===== src/rtl/fwd_hazard_unit.sv =====
// Forwarding and hazard-control unit for the 5-stage ARMv8 pipeline.
// Computes per-operand EX forward selects, load-use bubbles, and the memory-wait / timeout FSM.
//
// Ports:
//   clk, reset         rising-edge clock, asynchronous active-high reset
//   ex_src             ID/EX operand indices, operand i = [i*ADDR_W +: ADDR_W]
//   id_src             IF/ID operand indices
//   id_src_valid       IF/ID operand i is actually read
//   id_ex_memread      instruction in EX is a load
//   id_ex_rd           EX destination
//   ex_mem_regwrite    EX/MEM writes a register
//   ex_mem_rd          EX/MEM destination
//   mem_wb_regwrite    MEM/WB writes a register
//   mem_wb_rd          MEM/WB destination
//   dmem_req           MEM stage accesses data memory this cycle
//   dmem_ready         data memory completes the access this cycle
//   fwd_sel            operand i = [2i+:2]: 00 regfile, 10 EX/MEM, 01 MEM/WB
//   pc_hold            PC and IF/ID hold
//   idex_flush         load a bubble into ID/EX
//   pipe_freeze        ID/EX, EX/MEM, MEM/WB hold
//   mem_timeout        sticky memory-timeout error
//   lu_stall_cnt       (FWD_PERF_CNT_EN) saturating count of bubble cycles
//   mem_stall_cnt      (FWD_PERF_CNT_EN) saturating count of freeze cycles
//
// Optional feature macro: FWD_PERF_CNT_EN adds the two performance counters.
module fwd_hazard_unit #(
    parameter int ADDR_W   = 5,
    parameter int NUM_SRC  = 3,
    parameter int ZERO_REG = 31,
    parameter int TIMEOUT  = 64
) (
    input  logic                      clk,
    input  logic                      reset,
    input  logic [NUM_SRC*ADDR_W-1:0] ex_src,
    input  logic [NUM_SRC*ADDR_W-1:0] id_src,
    input  logic [NUM_SRC-1:0]        id_src_valid,
    input  logic                      id_ex_memread,
    input  logic [ADDR_W-1:0]         id_ex_rd,
    input  logic                      ex_mem_regwrite,
    input  logic [ADDR_W-1:0]         ex_mem_rd,
    input  logic                      mem_wb_regwrite,
    input  logic [ADDR_W-1:0]         mem_wb_rd,
    input  logic                      dmem_req,
    input  logic                      dmem_ready,
    output logic [2*NUM_SRC-1:0]      fwd_sel,
    output logic                      pc_hold,
    output logic                      idex_flush,
    output logic                      pipe_freeze,
    output logic                      mem_timeout
`ifdef FWD_PERF_CNT_EN
    ,
    output logic [31:0]               lu_stall_cnt,
    output logic [31:0]               mem_stall_cnt
`endif
);

    localparam logic [ADDR_W-1:0] ZR = ADDR_W'(ZERO_REG);
    localparam int CNT_W = $clog2(TIMEOUT) + 1;
    localparam logic [CNT_W-1:0] CNT_MAX = '1;
    localparam logic [CNT_W-1:0] CNT_LAST = CNT_W'(TIMEOUT - 1);

    typedef enum logic [1:0] {
        S_RUN   = 2'd0,
        S_WAIT  = 2'd1,
        S_FAULT = 2'd2
    } state_t;

    state_t             state_q, state_d;
    logic [CNT_W-1:0]   wait_cnt_q, wait_cnt_d;
    logic               mem_timeout_q, mem_timeout_d;

    logic               exm_live;
    logic               mwb_live;
    logic               lu;
    logic               hold_raw;
    logic               flush_raw;
    logic               freeze_raw;
    logic [2*NUM_SRC-1:0] fwd_raw;

    // XZR destinations never produce a value worth forwarding.
    assign exm_live = ex_mem_regwrite && (ex_mem_rd != ZR);
    assign mwb_live = mem_wb_regwrite && (mem_wb_rd != ZR);

    // EX/MEM is the younger producer, so it is tested first.
    always_comb begin
        fwd_raw = '0;
        for (int i = 0; i < NUM_SRC; i++) begin
            if (exm_live && (ex_mem_rd == ex_src[i*ADDR_W +: ADDR_W])) begin
                fwd_raw[2*i +: 2] = 2'b10;
            end else if (mwb_live && (mem_wb_rd == ex_src[i*ADDR_W +: ADDR_W])) begin
                fwd_raw[2*i +: 2] = 2'b01;
            end
        end
    end

    always_comb begin
        lu = 1'b0;
        for (int i = 0; i < NUM_SRC; i++) begin
            if (id_src_valid[i] && (id_src[i*ADDR_W +: ADDR_W] == id_ex_rd)) begin
                lu = 1'b1;
            end
        end
        lu = lu && id_ex_memread && (id_ex_rd != ZR);
    end

    // Stall outputs are Mealy: they react to this cycle's inputs.
    always_comb begin
        state_d       = state_q;
        wait_cnt_d    = wait_cnt_q;
        mem_timeout_d = mem_timeout_q;
        hold_raw      = 1'b0;
        flush_raw     = 1'b0;
        freeze_raw    = 1'b0;
        unique case (state_q)
            S_RUN: begin
                if (dmem_req && !dmem_ready) begin
                    hold_raw   = 1'b1;
                    freeze_raw = 1'b1;
                    state_d    = S_WAIT;
                    wait_cnt_d = CNT_W'(1);
                end else if (lu) begin
                    hold_raw  = 1'b1;
                    flush_raw = 1'b1;
                end
            end
            S_WAIT: begin
                if (dmem_ready) begin
                    // Completing access: behave as RUN, new requests ignored.
                    if (lu) begin
                        hold_raw  = 1'b1;
                        flush_raw = 1'b1;
                    end
                    state_d    = S_RUN;
                    wait_cnt_d = '0;
                end else begin
                    hold_raw   = 1'b1;
                    freeze_raw = 1'b1;
                    if (wait_cnt_q != CNT_MAX) begin
                        wait_cnt_d = wait_cnt_q + CNT_W'(1);
                    end
                    if (wait_cnt_q == CNT_LAST) begin
                        mem_timeout_d = 1'b1;
                        state_d       = S_FAULT;
                    end
                end
            end
            S_FAULT: begin
                hold_raw   = 1'b1;
                freeze_raw = 1'b1;
            end
            default: begin
                state_d = S_RUN;
            end
        endcase
    end

    always_ff @(posedge clk or posedge reset) begin
        if (reset) begin
            state_q       <= S_RUN;
            wait_cnt_q    <= '0;
            mem_timeout_q <= 1'b0;
        end else begin
            state_q       <= state_d;
            wait_cnt_q    <= wait_cnt_d;
            mem_timeout_q <= mem_timeout_d;
        end
    end

    // Everything is forced quiet while reset is held.
    assign fwd_sel     = reset ? '0 : fwd_raw;
    assign pc_hold     = hold_raw && !reset;
    assign idex_flush  = flush_raw && !reset;
    assign pipe_freeze = freeze_raw && !reset;
    assign mem_timeout = mem_timeout_q;

`ifdef FWD_PERF_CNT_EN
    logic [31:0] lu_cnt_q, lu_cnt_d;
    logic [31:0] mem_cnt_q, mem_cnt_d;

    always_comb begin
        lu_cnt_d  = lu_cnt_q;
        mem_cnt_d = mem_cnt_q;
        if (idex_flush && (lu_cnt_q != 32'hFFFF_FFFF)) begin
            lu_cnt_d = lu_cnt_q + 32'd1;
        end
        if (pipe_freeze && (mem_cnt_q != 32'hFFFF_FFFF)) begin
            mem_cnt_d = mem_cnt_q + 32'd1;
        end
    end

    always_ff @(posedge clk or posedge reset) begin
        if (reset) begin
            lu_cnt_q  <= '0;
            mem_cnt_q <= '0;
        end else begin
            lu_cnt_q  <= lu_cnt_d;
            mem_cnt_q <= mem_cnt_d;
        end
    end

    assign lu_stall_cnt  = lu_cnt_q;
    assign mem_stall_cnt = mem_cnt_q;
`endif

endmodule


===== config.mk =====
export PLATFORM = sky130hd
export DESIGN_NAME = fwd_hazard_unit
export DESIGN_NICKNAME = d
export VERILOG_FILES = /design/src/rtl/fwd_hazard_unit.sv
export SDC_FILE = /design/constraint.sdc
export NUM_CORES = 1
export LEC_CHECK = 0
export BUFFER_PORTS_ARGS = -buffer_cell sky130_fd_sc_hd__buf_2
export CORE_MARGIN = 2
export CORE_UTILIZATION = 43
export DETAILED_ROUTE_END_ITERATION = 6
export PLACE_DENSITY = 0.81
export SLEW_MARGIN = 20
export SYNTH_ARGS = -nofsm -noshare
export SYNTH_HDL_FRONTEND = slang
export SYNTH_SLANG_ARGS = --single-unit

===== constraint.sdc =====
create_clock -name clk -period 4.5 [get_ports clk]
set_input_delay 0.675 -clock clk [delete_from_list [all_inputs] [get_ports clk]]
set_output_delay 0.675 -clock clk [all_outputs]
set_load 0.01 [all_outputs]

==> run metrics <==
CP startpoint reset; CP Class in2out; cells along the critical path buf_2 -> inv_1 -> o211ai_2 -> or4_1 -> nor4_1 -> buf_2; FF/Latch Area 250 um^2; Syn Area/Cell 8.48 um^2; DIE AREA 3430 um^2; Reg2Reg Setup Slack roughly 2800 ps; Logic pwr share between 30% and 40%; initial antenna violation count 0; Worst path max stage delay 540 ps; yosys warns 0; DRC Markers 0; Routed WL per cell 13.8 um; Core Rows 19; Worst Path Max Fanout 14; # nets final 273; final period utilization 65.3%; vias in the first global route 1,342; Core Region about 2800 um^2; number of flops mapped to enable cells by yosys 0; Starting Density a little under half; IO Count 65; CP Data Arrival Time 2260 ps; via count 1,363; Fill cells 251; Hold Buf Count CTS 0; root buf cell clkbuf_4; non-filler cells in the finished layout 247; RR Startpoint wait_cnt_q[0]; Setup TNS 0 ps; post-DP HPWL 2.80 mm; Final ANT Viol Nets 0; CTS tree done; Routability Congestion 0.845; setup bufs post-CTS 0; Net Count, Synth 207; Layout area overhead 28.5%; Antenna diodes 0; area occupied by multi-input gates around 990 um^2; worst r2r path cells 5; First-pass DRT Iterations 4; WP buf/inv 3; clock sinks 10; register area share after synthesis 19.6%; status complete, no violations; Hold WC Path Type in2async; power share of the sequential group roughly a third; die span in x slightly below 60 um; Initial DRC Count 89; Slew HR between 60% and 70%; #FFs+latches synth 10; Period minus WS final 2940 ps; gr usage total 20.4%; Setup crit end kind output port; commonest non-fill, non-tap cell in the layout buf_2; Layout Skew approximately 6.1 ps; Worst path slowest cell or4_1; RSZ-0062 raised after global routing no; Hold Fails Final Rpt 0; Mapped Area 1280 um^2; Inst Count DP 243; maximum clock insertion buffer count 2; FMAX approximately 340 MHz; Skew-Pair Late Insertion Delay about 260 ps; Crit path depth 6; Max Slew Vio Count 0; Crit path top cell by count buf_2; post-DR vias/cell around 5.5; Synth Flop Type dfrtp_1; Power Density 175 nW/um^2; layout cells sized above 1 36.1%; Total Wirelength about 3.4 mm; Int Pwr 194 uW; commonest non-fill, non-tap cells in the layout 64 x buf_2, 35 x xor2_1, 13 x nand3_1; H-tree depth 1; Tightest Pin Transition 501 ps; NetSw between 90 and 100 uW; total congestion overflow 0; asr flop ratio synth between 90% and 100%; Clk network pwr share 28.2%; Worst R2R End wait_cnt_q[5]; Port Buffers 64; startpoint types input port; Synth cell types between 40 and 50; top cell family by delay on the critical path simple AND/OR/NAND/NOR gates; die span in y just under 60 um; Resized Gates After CTS 0; Critical Path Sink fwd_sel[4]; pin count of the biggest net entering global routing 17; Req. time, crit path 3830 ps; Final setup viols 0; CTS Buf Count 3; Syn Inst Count 151; Switching Share 32.8%; first-pass GRT wire length 5.59 mm; Pleak 0.000775 uW; Worst IR Drop VDD 0.000220 V; Clock transition at path regs roughly 70 ps; Max Cap Violations 0
worst register-to-register path, delay by kind of cell, from the launching register on:
family	cells	cell delay, ps
multiplexers	1	360
flip-flops	1	450
AND/OR/NAND/NOR	1	180
AO/OA/AOI/OAI	2	340
adder cells (fa/ha/maj)	1	310
power by group through the flow:
stage          Clock (uW)  Combinational [uW]  Sequential (uW)
2_1_floorplan           0                59.1              100
3_3_place_gp            0                 103              103
3_5_place_dp            0                 105              103
4_1_cts              83.1                 105              101
5_1_grt              89.3                 117              103
6_report             81.5                 105              102
layer usage:
metal | GRT usage, % | wire (um) | part of all wire [%] | vias to the layer above
met5 | 0 | 0 | 0 | -
met4 | 6.31 | 50 | 1.5 | 0
met3 | 2.86 | 292 | 8.6 | 6
met2 | 37.1 | 1680 | 49 | 59
met1 | 24.7 | 1390 | 41 | 611
li1 | - | - | - | 687
stage by stage:
stage,total power (uW),worst slack [ps],hold slack (ps),area [um^2],utilization [%]
global route,309,1340,500,1650,59.2
CTS,290,1530,460,1650,59.2
floorplan,159,1840,512,1280,-
global placement,206,1580,452,1610,57.8
detailed placement,208,1530,469,1610,57.8
finish,289,1560,449,1650,59.2
Yosys cell counts (2+ instances only):
| cell type | instances | area [um^2] |
|---|---|---|
| a21o_1 | 2 | 15.0 |
| xor2_1 | 35 | 307 |
| nand4_1 | 2 | 12.5 |
| a21oi_1 | 6 | 30.0 |
| mux2_2 | 2 | 22.5 |
| nor4_1 | 7 | 43.8 |
| dfrtp_1 | 10 | 250 |
| nor2_1 | 6 | 22.5 |
| o21ai_0 | 3 | 15.0 |
| inv_1 | 3 | 11.3 |
| nand2_1 | 8 | 30.0 |
| nor2b_1 | 2 | 12.5 |
| nand3_1 | 13 | 65.1 |
| xnor2_1 | 11 | 96.3 |
| a211oi_1 | 2 | 15.0 |
| nor3_1 | 3 | 15.0 |
| and2_1 | 2 | 12.5 |
| and3_1 | 4 | 25.0 |
| nor3b_1 | 2 | 15.0 |
flip-flops by register name, summed over array words and instances (netlist names):
signal       count
mem_timeout      1
state_q          2
wait_cnt_q       7
worst min-delay path by stage:
stage / startpoint / endpoint / slack, ps / depth (start not counted)
final: reset / wait_cnt_q[6] / 450 / 2
after global placement: mem_timeout / mem_timeout / 450 / 1
after CTS: reset / wait_cnt_q[6] / 460 / 2
after floorplan: mem_timeout / mem_timeout / 510 / 1
after detailed placement: mem_timeout / mem_timeout / 470 / 1
after global routing: reset / wait_cnt_q[1] / 500 / 2
logic make-up (layout without fill, tap and decap cells):
group,count (synthesis),in the layout,share of synthesized area [%]
xor+xnor,46,46,31.5
fa+ha+maj,1,1,0.977
mux,3,3,2.54
simple gates,55,55,23.7
flops,10,10,19.6
buf+inv,6,71,3.23
compound gates,30,30,18.6
cell type report:
class                   count  share of cell area (%)
flip-flops and latches     10                    15.2
multi-input cells         135                    60.1
clock buffers               4                    2.21
well taps                  31                    2.36
repair buffers             64                    19.5
inverters                   3                   0.684
No activity file was read; power rests on OpenSTA's default activity.
